File: src/rtl/bcd_pkg.sv
// Shared BCD constants, the digit clamp used on load, and the per-cycle
// operation codes used by the counter's priority logic.
package bcd_pkg;

    localparam int          BCD_W   = 4;
    localparam logic [3:0]  BCD_MAX = 4'd9;
    localparam logic [3:0]  BCD_MIN = 4'd0;

    typedef enum logic [2:0] {
        OP_HOLD  = 3'd0,
        OP_CLEAR = 3'd1,
        OP_LOAD  = 3'd2,
        OP_UP    = 3'd3,
        OP_DN    = 3'd4
    } bcd_op_e;

    function automatic logic [3:0] bcd_clamp(input logic [3:0] d);
        return (d > BCD_MAX) ? BCD_MAX : d;
    endfunction

endpackage

File: src/rtl/bcd_digit.sv
// One combinational BCD digit stage: +1 with carry out or -1 with borrow out.
// Chained from the least significant digit upward by bcd_counter_n.
module bcd_digit
    import bcd_pkg::*;
(
    input  logic [3:0] cur,
    input  logic       up,
    input  logic       dn,
    output logic [3:0] nxt,
    output logic       co,
    output logic       bo
);

    always_comb begin
        nxt = cur;
        co  = 1'b0;
        bo  = 1'b0;
        if (up && !dn) begin
            if (cur >= BCD_MAX) begin
                nxt = BCD_MIN;
                co  = 1'b1;
            end else begin
                nxt = cur + 4'd1;
            end
        end else if (dn && !up) begin
            if (cur == BCD_MIN) begin
                nxt = BCD_MAX;
                bo  = 1'b1;
            end else begin
                nxt = cur - 4'd1;
            end
        end
    end

endmodule

File: src/rtl/bcd_counter_n.sv
// N-digit BCD up/down counter with rising-edge (or level) request detection,
// synchronous clear/load, and wrap-or-saturate behaviour at the range ends.
module bcd_counter_n
    import bcd_pkg::*;
#(
    parameter int DIGITS      = 4,
    parameter int SATURATE    = 0,
    parameter int EDGE_DETECT = 1
) (
    input  logic                  clk_50Mhz,
    input  logic                  rst_n,
    input  logic                  inc,
    input  logic                  dec,
    input  logic                  clear,
    input  logic                  load,
    input  logic [4*DIGITS-1:0]   load_value,
    output logic [4*DIGITS-1:0]   count,
    output logic                  carry,
    output logic                  borrow,
    output logic                  at_max,
    output logic                  at_min
);

    localparam logic [4*DIGITS-1:0] ALL_NINES = {DIGITS{BCD_MAX}};

    logic [4*DIGITS-1:0] r_count;
    logic                r_carry;
    logic                r_borrow;
    logic                r_inc_d;
    logic                r_dec_d;

    logic                w_inc_ev;
    logic                w_dec_ev;
    bcd_op_e             w_op;
    logic [DIGITS:0]     w_up;
    logic [DIGITS:0]     w_dn;
    logic [4*DIGITS-1:0] w_step;
    logic [4*DIGITS-1:0] w_load_clamped;

    generate
        if (EDGE_DETECT != 0) begin : g_edge
            assign w_inc_ev = inc & ~r_inc_d;
            assign w_dec_ev = dec & ~r_dec_d;
        end else begin : g_level
            assign w_inc_ev = inc;
            assign w_dec_ev = dec;
        end
    endgenerate

    // Simultaneous inc and dec events cancel and fall through to hold.
    always_comb begin
        w_op = OP_HOLD;
        if (clear)
            w_op = OP_CLEAR;
        else if (load)
            w_op = OP_LOAD;
        else if (w_inc_ev && !w_dec_ev)
            w_op = OP_UP;
        else if (w_dec_ev && !w_inc_ev)
            w_op = OP_DN;
    end

    assign w_up[0] = (w_op == OP_UP);
    assign w_dn[0] = (w_op == OP_DN);

    genvar gi;
    generate
        for (gi = 0; gi < DIGITS; gi++) begin : g_digit
            bcd_digit u_digit (
                .cur (r_count[gi*BCD_W +: BCD_W]),
                .up  (w_up[gi]),
                .dn  (w_dn[gi]),
                .nxt (w_step[gi*BCD_W +: BCD_W]),
                .co  (w_up[gi+1]),
                .bo  (w_dn[gi+1])
            );
            assign w_load_clamped[gi*BCD_W +: BCD_W] =
                bcd_clamp(load_value[gi*BCD_W +: BCD_W]);
        end
    endgenerate

    // A carry/borrow out of the top digit marks a wrap of the whole range.
    always_ff @(posedge clk_50Mhz or negedge rst_n) begin
        if (!rst_n) begin
            r_count  <= '0;
            r_carry  <= 1'b0;
            r_borrow <= 1'b0;
            r_inc_d  <= 1'b0;
            r_dec_d  <= 1'b0;
        end else begin
            r_inc_d  <= inc;
            r_dec_d  <= dec;
            r_carry  <= 1'b0;
            r_borrow <= 1'b0;
            case (w_op)
                OP_CLEAR: r_count <= '0;
                OP_LOAD:  r_count <= w_load_clamped;
                OP_UP: begin
                    if (!(w_up[DIGITS] && SATURATE != 0)) begin
                        r_count <= w_step;
                        r_carry <= w_up[DIGITS];
                    end
                end
                OP_DN: begin
                    if (!(w_dn[DIGITS] && SATURATE != 0)) begin
                        r_count  <= w_step;
                        r_borrow <= w_dn[DIGITS];
                    end
                end
                default: r_count <= r_count;
            endcase
        end
    end

    assign count  = r_count;
    assign carry  = r_carry;
    assign borrow = r_borrow;
    assign at_max = (r_count == ALL_NINES);
    assign at_min = (r_count == '0);

endmodule

File: config.mk
export PLATFORM = sky130hd
export DESIGN_NAME = bcd_counter_n
export DESIGN_NICKNAME = d
export VERILOG_FILES = /design/src/rtl/bcd_pkg.sv /design/src/rtl/bcd_digit.sv /design/src/rtl/bcd_counter_n.sv
export SDC_FILE = /design/constraint.sdc
export NUM_CORES = 1
export LEC_CHECK = 0
export ABC_CLOCK_PERIOD_IN_PS = 3100
export CAP_MARGIN = 30
export CORE_ASPECT_RATIO = 1.2
export CORE_MARGIN = 1.5
export CORE_UTILIZATION = 40
export CTS_BUF_LIST = sky130_fd_sc_hd__clkbuf_2 sky130_fd_sc_hd__clkbuf_4 sky130_fd_sc_hd__clkbuf_8
export DETAILED_ROUTE_END_ITERATION = 7
export HOLD_SLACK_MARGIN = 0.12
export PLACE_DENSITY = 0.65
export SETUP_SLACK_MARGIN = 0.2
export SYNTH_ARGS = -nofsm -noshare
export SYNTH_HDL_FRONTEND = slang
export SYNTH_HIERARCHICAL = 1
export SYNTH_SLANG_ARGS = --single-unit
File: constraint.sdc
create_clock -name clk_50Mhz -period 3.1 [get_ports clk_50Mhz]
set_clock_uncertainty 0.05 [all_clocks]
set_input_delay 0.93 -clock clk_50Mhz [delete_from_list [all_inputs] [get_ports clk_50Mhz]]
set_output_delay 0.93 -clock clk_50Mhz [all_outputs]
set_load 0.05 [all_outputs]
==> results_dict.tcl <==
set metrics [dict create \
    ios 42 \
    hold_viol_final 0 \
    fin_crit_sh_pct 105 \
    grt_max_degree 26 \
    p_leak_nw 1.42 \
    power_density_nw_per_um2 283 \
    r2r-start "count[0]" \
    nets 400 \
    slew_headroom_pct 66.2 \
    timing.hold.ws_ns 0.668 \
    setup_ws_ns -0.144 \
    synth_area_um2 2450 \
    period_needed_ns 3.24 \
    postCtsHoldBufs 0 \
    grt_usage_pct 22.2 \
    vias 2461 \
    max_cap_viol_count 0 \
    dp_cells 429 \
    finalNonFillerCells 442 \
    synth_top_area_cell "dfrtp_1" \
    path_max_fanout 6 \
    drt_iter0_drc 158 \
    drtAntennaViolNets 0 \
    vdd.ir_drop.worst_v 0.000192 \
    path_clk_slew_ns 0.08 \
    synth_area_per_cell_um2 8.45 \
    critPathKind "input pin to register" \
    yosys-top-cells-area "dfrtp_1, ha_1, inv_1, nor3_1, mux2i_1" \
    final_cell_mix "buf_4, clkdlybuf4s50_1, nor2_1, inv_1, dfrtp_1" \
    required_ns 3.21 \
    numClockSinks 20 \
    cts_tree "done" \
    grt_setup_unrepaired "true" \
    yosysWarnings 6 \
    grt_pass1_wl_mm 11.5 \
    cts.path.max_buffers 2 \
    final_common_cell "buf_4" \
    clock_latency_ns 0.26 \
    cp-end-kind "register" \
    synth_top_area_share_pct 20.4 \
    die-area_um2 6610 \
    reg2reg_to "count[13]" \
    grt-ovfl-total 0 \
    cts_inserted_buffers 3 \
    gp_congestion 0.871 \
    drcViolationCount 0 \
    die_w_um 74.5 \
    whs_endpoint "count[1]" \
    arrival_ns 3.35 \
    areaGrowthSynthToFinish_pct 37.0 \
    synth_seq_area_share_pct 20.4 \
    reg2reg_depth 15 \
    synth_cells 290 \
    violations "negative setup slack" \
    cp-start-kind "input pin" \
    placementRows 31 \
    antenna_found_initial 0 \
    hold_depth 3 \
    synth_cell_type_count 44 \
    finalSetupViolCount 3 \
    placeableCoreArea_um2 5970 \
    syn_nets 328 \
    synth_edf_count 0 \
    drtPass1Iterations 5 \
    wl_per_cell_um 15.6 \
    final_layout_size_suffix_gt1_share_pct 33.6 \
    chipHeight_um 88.8 \
    worstHoldStart "count[1]" \
    async_flop_share_pct 100 \
    status "complete, but fails checks" \
    grt_pass1_vias 2436 \
    min_path_type "register to register" \
    synth_top_flop_cell "dfrtp_1" \
    n_antenna_cell 0 \
    fin_setup_tns_ns -0.324 \
    rrSetupSlack_ns 0.09 \
    drt_wl_total_mm 6.91 \
    port-buffer-count 41 \
    cts-htree-levels 1 \
    root_buffer "clkbuf_8" \
    ys_seq_elements 20 \
    worst_pin_slew_ns 0.505 \
    slew_violations 0 \
    hpwl_mm 4.92 \
    start_util_pct 41.0 \
    p_total_w 0.000949 \
    fmax_ghz 0.308 \
    viasPerCell 5.57 \
]
-- critical path: stages --
cell     delay [ns]
buf_6          0.09
or2_4          0.26
nor3_4         0.15
nor2b_4        0.18
and3_4         0.19
nor2b_4        0.14
and3_4         0.20
nor2b_4        0.15
and3_4         0.24
buf_6          0.11
or3b_4         0.11
o22ai_2        0.05
a221o_2        0.35
mux2i_1        0.12
o21ai_1        0.08
-- state kept, by name, summed over array words and instances, names as in the netlist --
| signal | count |
|---|---|
| r_dec_d | 1 |
| count | 16 |
| borrow | 1 |
| carry | 1 |
| r_inc_d | 1 |
-- per-layer routing --
metal	share of wire [%]	routed length, µm	global-route usage, %
met3	4.5	309	2.39
met5	0	0	0
met1	44	3010	29.0
met4	2.1	145	7.60
met2	50	3450	37.9
-- power breakdown --
group | switching, W | internal [W]
Sequential | 0.0000313 | 0.000276
Combinational | 0.000250 | 0.000211
Clock | 0.0000944 | 0.0000869
-- kinds of logic after synthesis --
family | Yosys count | share of synthesized area (%)
adders and majority gates | 16 | 8.17
xor gates and xnor gates | 6 | 3.68
DFF | 20 | 20.4
and+or+nand+nor | 142 | 35.8
AOI/OAI and AO/OA | 56 | 19.6
muxes | 8 | 3.27
buffers and inverters | 42 | 9.09
-- stage by stage --
step	util (%)	cell area [µm²]	setup WS, ns
floorplan	-	2560	-0.553
global placement	53.1	3170	-0.678
detailed placement	53.1	3170	-0.731
CTS	55.5	3320	-0.161
global route	56.2	3360	-0.276
finish	56.2	3360	-0.144
-- worst max path at each step --
stage	startpoint	cells after the start	end
floorplan	load	15	count[14]
finish	clear	15	count[14]
global placement	load	14	count[14]
CTS	clear	14	count[15]
global route	clear	15	count[14]
detailed placement	load	14	count[15]
-- cell type report --
cell class,count,area [µm²]
Sequential cell,20,500
Tap cell,82,103
Inverter,24,92.6
Clock buffer,3,41.3
Multi-Input combinational cell,228,1860
Fill cell,587,2620
Timing Repair Buffer,85,761
-- synth_stat cells, types with 5 or more instances --
| master | n |
|---|---|
| and3b_1 | 5 |
| nor3_1 | 17 |
| nor3_2 | 5 |
| dfrtp_1 | 20 |
| ha_1 | 16 |
| buf_6 | 5 |
| nor2_1 | 21 |
| a21oi_2 | 8 |
| and3_1 | 12 |
| buf_2 | 11 |
| inv_1 | 24 |
| nand4_1 | 6 |
| nand2b_1 | 9 |
| nand2_1 | 18 |
| nor2b_1 | 8 |
| mux2i_1 | 8 |
| o21ai_0 | 8 |
| o21ai_1 | 8 |
-- repair_timing --
item,4_1_cts,5_1_grt
resized for setup,25,14
setup endpoints to repair,16,12
pin swaps,16,17
setup buffers,10,0
hold endpoints to repair,0,0
Note: power is estimated with default switching activity, not from simulation.
